===== src/rtl/mem_ctrl_pkg.sv =====
// mem_ctrl_pkg: shared widths, memory command codes, size codes and FSM types for mem_ctrl.
//   ADDR_WIDTH - memory address width, LEN - request word width, BYTE_SIZE - memory cell width.
//   mem_cmd_t  - memory command driven on mem_vis_signal.
//   state_t    - controller FSM states; owner_t - which port owns the transaction.
package mem_ctrl_pkg;

    localparam int ADDR_WIDTH = 17;
    localparam int LEN        = 32;
    localparam int BYTE_SIZE  = 8;

    typedef enum logic [1:0] {
        IDLE      = 2'b00,
        READ_INST = 2'b01,
        READ_DATA = 2'b10,
        WRITE     = 2'b11
    } mem_cmd_t;

    localparam logic [1:0] SIZE_B = 2'b00;
    localparam logic [1:0] SIZE_H = 2'b01;
    localparam logic [1:0] SIZE_W = 2'b10;

    typedef enum logic [1:0] {S_IDLE, S_READ, S_WRITE, S_DONE} state_t;

    typedef enum logic {OWN_INST = 1'b0, OWN_DATA = 1'b1} owner_t;

    // Index of the final byte of a transaction (N-1); fetches are always 4 bytes, size 11 acts as word.
    function automatic logic [1:0] last_idx(input logic is_inst, input logic [1:0] size);
        return is_inst ? 2'd3 : size == SIZE_B ? 2'd0 : size == SIZE_H ? 2'd1 : 2'd3;
    endfunction

endpackage


===== src/rtl/mem_ctrl_if.sv =====
// mem_ctrl_if: request ports and byte-wide memory bus of mem_ctrl.
//   inst_*         - instruction fetch port (req/addr in, data/done out).
//   data_*         - load/store port (req/we/size/addr/wdata in, rdata/done out).
//   mem_vis_signal - memory command; mem_vis_addr - byte address; writen_data - store byte.
//   mem_data       - combinational read byte returned by memory.
//   slave  - controller view; master - requesters and memory view.
interface mem_ctrl_if;
    import mem_ctrl_pkg::*;

    logic                  inst_req;
    logic [LEN-1:0]        inst_addr;
    logic [LEN-1:0]        inst_data;
    logic                  inst_done;
    logic                  data_req;
    logic                  data_we;
    logic [1:0]            data_size;
    logic [LEN-1:0]        data_addr;
    logic [LEN-1:0]        data_wdata;
    logic [LEN-1:0]        data_rdata;
    logic                  data_done;
    mem_cmd_t              mem_vis_signal;
    logic [ADDR_WIDTH-1:0] mem_vis_addr;
    logic [BYTE_SIZE-1:0]  writen_data;
    logic [BYTE_SIZE-1:0]  mem_data;

    modport slave (
        input  inst_req, inst_addr, data_req, data_we, data_size, data_addr, data_wdata, mem_data,
        output inst_data, inst_done, data_rdata, data_done, mem_vis_signal, mem_vis_addr, writen_data
    );

    modport master (
        output inst_req, inst_addr, data_req, data_we, data_size, data_addr, data_wdata, mem_data,
        input  inst_data, inst_done, data_rdata, data_done, mem_vis_signal, mem_vis_addr, writen_data
    );

endinterface


===== src/rtl/mem_ctrl.sv =====
// mem_ctrl: byte-serial memory controller arbitrating instruction fetch and load/store ports.
//   clk - system clock; rst - synchronous active-high reset.
//   bus - mem_ctrl_if.slave: request ports in, results/done pulses and memory command bus out.
//   Reads assemble little-endian words one byte per clock; stores emit one byte write per clock.
module mem_ctrl
    import mem_ctrl_pkg::*;
(
    input logic       clk,
    input logic       rst,
    mem_ctrl_if.slave bus
);

    state_t                state;
    owner_t                owner;
    owner_t                last_grant;
    logic [1:0]            k;
    logic [1:0]            last;
    logic [LEN-1:0]        wdata;

    logic                  grant_data;
    logic                  is_store;
    logic [1:0]            k_nx;
    logic [ADDR_WIDTH-1:0] grant_addr;
    logic                  unused_addr_bits;

    // Data wins when alone, or under contention when the fetch port won the previous contest.
    assign grant_data       = bus.data_req && (!bus.inst_req || last_grant == OWN_INST);
    assign is_store         = grant_data && bus.data_we;
    assign grant_addr       = grant_data ? bus.data_addr[ADDR_WIDTH-1:0] : bus.inst_addr[ADDR_WIDTH-1:0];
    assign k_nx             = k + 2'd1;
    assign unused_addr_bits = &{1'b0, bus.data_addr[LEN-1:ADDR_WIDTH], bus.inst_addr[LEN-1:ADDR_WIDTH]};

    always_ff @(posedge clk) begin
        if (rst) begin
            state              <= S_IDLE;
            owner              <= OWN_INST;
            last_grant         <= OWN_INST;
            k                  <= '0;
            last               <= '0;
            wdata              <= '0;
            bus.mem_vis_signal <= IDLE;
            bus.mem_vis_addr   <= '0;
            bus.writen_data    <= '0;
            bus.inst_done      <= 1'b0;
            bus.data_done      <= 1'b0;
            bus.inst_data      <= '0;
            bus.data_rdata     <= '0;
        end else begin
            case (state)
                S_IDLE: if (bus.inst_req || bus.data_req) begin
                    owner <= grant_data ? OWN_DATA : OWN_INST;
                    // Only contested grants move the round-robin pointer.
                    if (bus.inst_req && bus.data_req)
                        last_grant <= grant_data ? OWN_DATA : OWN_INST;
                    k                  <= '0;
                    last               <= last_idx(!grant_data, bus.data_size);
                    wdata              <= bus.data_wdata;
                    bus.mem_vis_addr   <= grant_addr;
                    bus.mem_vis_signal <= is_store ? WRITE : grant_data ? READ_DATA : READ_INST;
                    bus.writen_data    <= is_store ? bus.data_wdata[BYTE_SIZE-1:0] : '0;
                    // Clearing the owner's result keeps bytes above 8N at zero.
                    if (grant_data)
                        bus.data_rdata <= '0;
                    else
                        bus.inst_data <= '0;
                    state <= is_store ? S_WRITE : S_READ;
                end
                S_READ, S_WRITE: begin
                    if (state == S_READ && owner == OWN_DATA)
                        bus.data_rdata[{k, 3'b000} +: BYTE_SIZE] <= bus.mem_data;
                    if (state == S_READ && owner == OWN_INST)
                        bus.inst_data[{k, 3'b000} +: BYTE_SIZE] <= bus.mem_data;
                    if (k == last) begin
                        state              <= S_DONE;
                        bus.mem_vis_signal <= IDLE;
                        bus.writen_data    <= '0;
                        bus.inst_done      <= owner == OWN_INST;
                        bus.data_done      <= owner == OWN_DATA;
                    end else begin
                        k                <= k_nx;
                        bus.mem_vis_addr <= bus.mem_vis_addr + 1'b1;
                        bus.writen_data  <= state == S_WRITE ? wdata[{k_nx, 3'b000} +: BYTE_SIZE] : '0;
                    end
                end
                S_DONE: begin
                    bus.inst_done <= 1'b0;
                    bus.data_done <= 1'b0;
                    state         <= S_IDLE;
                end
            endcase
        end
    end

endmodule


===== src/flat_wrapper.sv =====
// flat-port wrapper written by rule: the top's interface ports become plain ports
module mem_ctrl_flat import mem_ctrl_pkg::*;
  (clk, rst, bus_inst_req, bus_inst_addr, bus_data_req, bus_data_we, bus_data_size, bus_data_addr, bus_data_wdata, bus_mem_data, bus_inst_data, bus_inst_done, bus_data_rdata, bus_data_done, bus_mem_vis_signal, bus_mem_vis_addr, bus_writen_data);
  mem_ctrl_if bus_i ();
  input logic clk;
  input logic rst;
  input wire logic [$bits(bus_i.inst_req)-1:0] bus_inst_req;
  input wire logic [$bits(bus_i.inst_addr)-1:0] bus_inst_addr;
  input wire logic [$bits(bus_i.data_req)-1:0] bus_data_req;
  input wire logic [$bits(bus_i.data_we)-1:0] bus_data_we;
  input wire logic [$bits(bus_i.data_size)-1:0] bus_data_size;
  input wire logic [$bits(bus_i.data_addr)-1:0] bus_data_addr;
  input wire logic [$bits(bus_i.data_wdata)-1:0] bus_data_wdata;
  input wire logic [$bits(bus_i.mem_data)-1:0] bus_mem_data;
  output wire logic [$bits(bus_i.inst_data)-1:0] bus_inst_data;
  output wire logic [$bits(bus_i.inst_done)-1:0] bus_inst_done;
  output wire logic [$bits(bus_i.data_rdata)-1:0] bus_data_rdata;
  output wire logic [$bits(bus_i.data_done)-1:0] bus_data_done;
  output wire logic [$bits(bus_i.mem_vis_signal)-1:0] bus_mem_vis_signal;
  output wire logic [$bits(bus_i.mem_vis_addr)-1:0] bus_mem_vis_addr;
  output wire logic [$bits(bus_i.writen_data)-1:0] bus_writen_data;
  assign bus_i.inst_req = bus_inst_req;
  assign bus_i.inst_addr = bus_inst_addr;
  assign bus_i.data_req = bus_data_req;
  assign bus_i.data_we = bus_data_we;
  assign bus_i.data_size = bus_data_size;
  assign bus_i.data_addr = bus_data_addr;
  assign bus_i.data_wdata = bus_data_wdata;
  assign bus_i.mem_data = bus_mem_data;
  assign bus_inst_data = bus_i.inst_data;
  assign bus_inst_done = bus_i.inst_done;
  assign bus_data_rdata = bus_i.data_rdata;
  assign bus_data_done = bus_i.data_done;
  assign bus_mem_vis_signal = bus_i.mem_vis_signal;
  assign bus_mem_vis_addr = bus_i.mem_vis_addr;
  assign bus_writen_data = bus_i.writen_data;
  mem_ctrl u_core (.clk(clk), .rst(rst), .bus(bus_i));
endmodule

===== config.mk =====
export PLATFORM = sky130hd
export DESIGN_NAME = mem_ctrl_flat
export DESIGN_NICKNAME = d
export VERILOG_FILES = /design/src/rtl/mem_ctrl_pkg.sv /design/src/rtl/mem_ctrl_if.sv /design/src/rtl/mem_ctrl.sv /design/src/flat_wrapper.sv
export SDC_FILE = /design/constraint.sdc
export NUM_CORES = 1
export LEC_CHECK = 0
export CORE_MARGIN = 2
export CORE_UTILIZATION = 47
export CTS_BUF_LIST = sky130_fd_sc_hd__clkbuf_16
export CTS_CLUSTER_DIAMETER = 50
export DETAILED_ROUTE_END_ITERATION = 16
export GPL_ROUTABILITY_DRIVEN = 0
export GPL_TIMING_DRIVEN = 0
export MAX_ROUTING_LAYER = met4
export PLACE_DENSITY = 0.81
export SLEW_MARGIN = 20
export SYNTH_ARGS = -nofsm -noshare
export SYNTH_HDL_FRONTEND = slang
export SYNTH_SLANG_ARGS = --single-unit

===== constraint.sdc =====
create_clock -name clk -period 3.05 [get_ports clk]
set_clock_uncertainty 0.2 [all_clocks]
set_input_delay 0.61 -clock clk [delete_from_list [all_inputs] [get_ports clk]]
set_output_delay 0.61 -clock clk [all_outputs]
set_load 0.01 [all_outputs]

==> out/qor.yml <==
startpoint_type: "flop"
endpoint_kind: "flop"
start_util_pct: 48.0
p_leak_nw: 3.36
critPathKind: "flop to flop"
postSynthAreaPerCell_um2: 9.11
die-area_um2: 14500
grt_max_degree: 17
cpMostUsedCell: "buf_4"
irDropWorstVdd_uv: 514
synth_flop_cell: "dfxtp_1"
yosys_warnings: 0
dieHeight_um: 120
r2r_start: "u_core.k[0]"
path_cells: "buf_4, buf_4, inv_1, ha_1, buf_1, mux4_2, a32oi_1, a211oi_1"
coreArea_um2: 13200
syn-num-nets: 821
pin_count: 204
final_min_period_over_clock_period_pct: 94.4
p_per_area_nw_per_um2: 874
drc_errors: 0
reg2reg_to: "u_core.bus.writen_data[1]"
fmax_mhz: 347
cts_tree: "yes"
final_area_um2: 8880
cap_violations: 0
rsz0062_at_grt: "no"
slowest_delay_ns: 0.49
critPathArrivalTime_ns: 2.97
r2r_slack_ns: 0.17
tightest_slew_ns: 0.714
die_x_um: 120
grtUsageTotal_pct: 27.9
layout_common_cells: "clkdlybuf4s50_1, nand2_1, dfxtp_1"
place_area_um2: 8290
grt_pass1_vias: 5880
clock_sinks: 133
hold_viol: 0
drive_above_1_share_pct: 9.65
nets: 1012
min_from: "u_core.wdata[31]"
avgRoutedWirePerCell_um: 18.1
synthArstFlopShare_pct: 0
syn_area_um2: 6360
setup_viol: 0
ctsHtreeMaxLevel: 4
route.vias.total: 6190
syn_inst: 698
dp_hpwl_um: 14300
clkLatencyLatePin_ns: 0.43
synth_edf_count: 0
cts_buffer_depth: 2
slew_headroom_pct: 52.0
routed_via_density: 5.74
grt_pass1_wl_um: 30500
drtIter0Drc: 563
hold_depth: 2
hold_class: "flop to flop"
slew_violations: 0
antenna_found_initial: 0
synth_seq_area_share_pct: 41.9
root_buffer: "clkbuf_16"
drtAntennaViolNets: 0
synth_seq_cells: 133
rows: 42
final_common_cell: "clkdlybuf4s50_1"
holdPathEnd: "u_core.wdata[31]"
cp_max_fo: 10
synth_cell_types: 68
required_ns: 3.14
dp_slack_ns: -0.0120
routed_wl_um: 19500
fin_ws_ns: 0.171
synthTopCellsByArea: "dfxtp_1, mux2i_1, nand2_1, nand2b_1, a21oi_1"
layout_min_cycle_time_ns: 2.88
diodes: 0
numCtsBuffers: 17
clk_pin_slew_worst_paths_ns: 0.06
grt_overflow_total: 0
drt-pass1-iter-count: 5
synth_top_area_share_pct: 41.9
fin_util_pct: 67.1
synth_area_leader_cell: "dfxtp_1"
reg2reg_depth: 8
status: "finished, final reports clean"
slowest_stage: "buf_1"
portBuffers: 171
syn2layout_area_growth_pct: 39.6
[stage by stage]
stage	setup TNS [ns]	total power (W)	instances	hold slack (ns)
4_1_cts	0	0.00772	1077	0.253
3_3_place_gp	0	0.00567	1045	0.240
2_1_floorplan	0	0.00456	698	0.233
5_1_grt	0	0.00815	1078	0.277
3_5_place_dp	-0.0313	0.00572	1045	0.245
6_report	0	0.00777	1078	0.257
[where the power goes]
part	switching (W)	total (W)	internal, W
logic	0.00192	0.00338	0.00146
registers	0.000308	0.00238	0.00207
clock network	0.000800	0.00200	0.00120
total	0.00303	0.00777	0.00474
[registers in the layout, summed over array words and instances (netlist names)]
name                       count
u_core.bus.mem_vis_addr       17
u_core.bus.writen_data         8
u_core.k                       2
u_core.bus.inst_data          32
u_core.bus.data_done           1
u_core.bus.inst_done           1
u_core.bus.mem_vis_signal      2
u_core.last                    2
u_core.last_grant              1
u_core.bus.data_rdata         32
u_core.wdata                  32
u_core.owner                   1
u_core.state                   2
[synth_stat cells (10+ instances only)]
library cell,instances
inv_1,12
a32oi_1,10
dfxtp_1,133
clkbuf_1,23
nand2_1,136
mux2i_1,63
a211oi_1,11
a21oi_1,44
o21ai_0,14
nand3_1,12
nand2b_1,36
nor2_1,31
a22o_1,10
buf_2,12
ha_1,12
[area by class of cell]
cell class / count / area (um2)
plain buffers: 45 / 214
clock buffers: 17 / 425
clock inverters: 15 / 150
fillers: 1086 / 4360
inverters: 13 / 48.8
multi-input cells: 507 / 3440
flip-flops and latches: 133 / 2660
well taps: 176 / 220
repair buffers: 172 / 1720
[worst max path at each step]
stage	from	end	slack (ns)	cells past startpoint
global placement	u_core.k[0]	u_core.bus.inst_data[25]	0.07	8
CTS	u_core.k[0]	u_core.bus.writen_data[6]	0.15	8
detailed placement	u_core.k[0]	u_core.bus.inst_data[26]	-0.01	8
finish	u_core.k[0]	u_core.bus.writen_data[1]	0.17	8
floorplan	u_core.k[0]	u_core.bus.inst_data[24]	0.65	8
global route	u_core.k[0]	u_core.bus.writen_data[6]	0.02	8
[routing by layer]
metal,GRT usage [%],vias to the layer above,part of all wire [%]
li1,-,2915,-
met1,35.4,2915,42
met4,8.72,0,1.7
met5,-,-,0
met2,44.4,321,48
met3,6.32,39,8.5
[cells by family after synthesis]
family	count (synthesis)	share of synthesized area [%]
muxes	75	13.5
and+or+nand+nor	269	20.5
DFF	133	41.9
adders and majority gates	12	2.36
buffers and inverters	58	4.13
AOI/OAI and AO/OA	146	16.9
xor gates and xnor gates	5	0.807
[timing repair]
| item | CTS | global route |
|---|---|---|
| setup endpoints to repair | 16 | 12 |
| gates resized for setup | 1 | 0 |
| setup buffers | 0 | 1 |
| gates cloned | 0 | 0 |
| hold buffers | 0 | 0 |
[critical path, delay by kind of cell (launching register included)]
kind	cells	cell delay [ns]
adder cells (fa/ha/maj)	1	0.37
multiplexers	1	0.40
AO/OA/AOI/OAI	2	0.42
flip-flops	1	0.35
buffers and inverters	4	1.00
(Power assumes the default switching activity.)
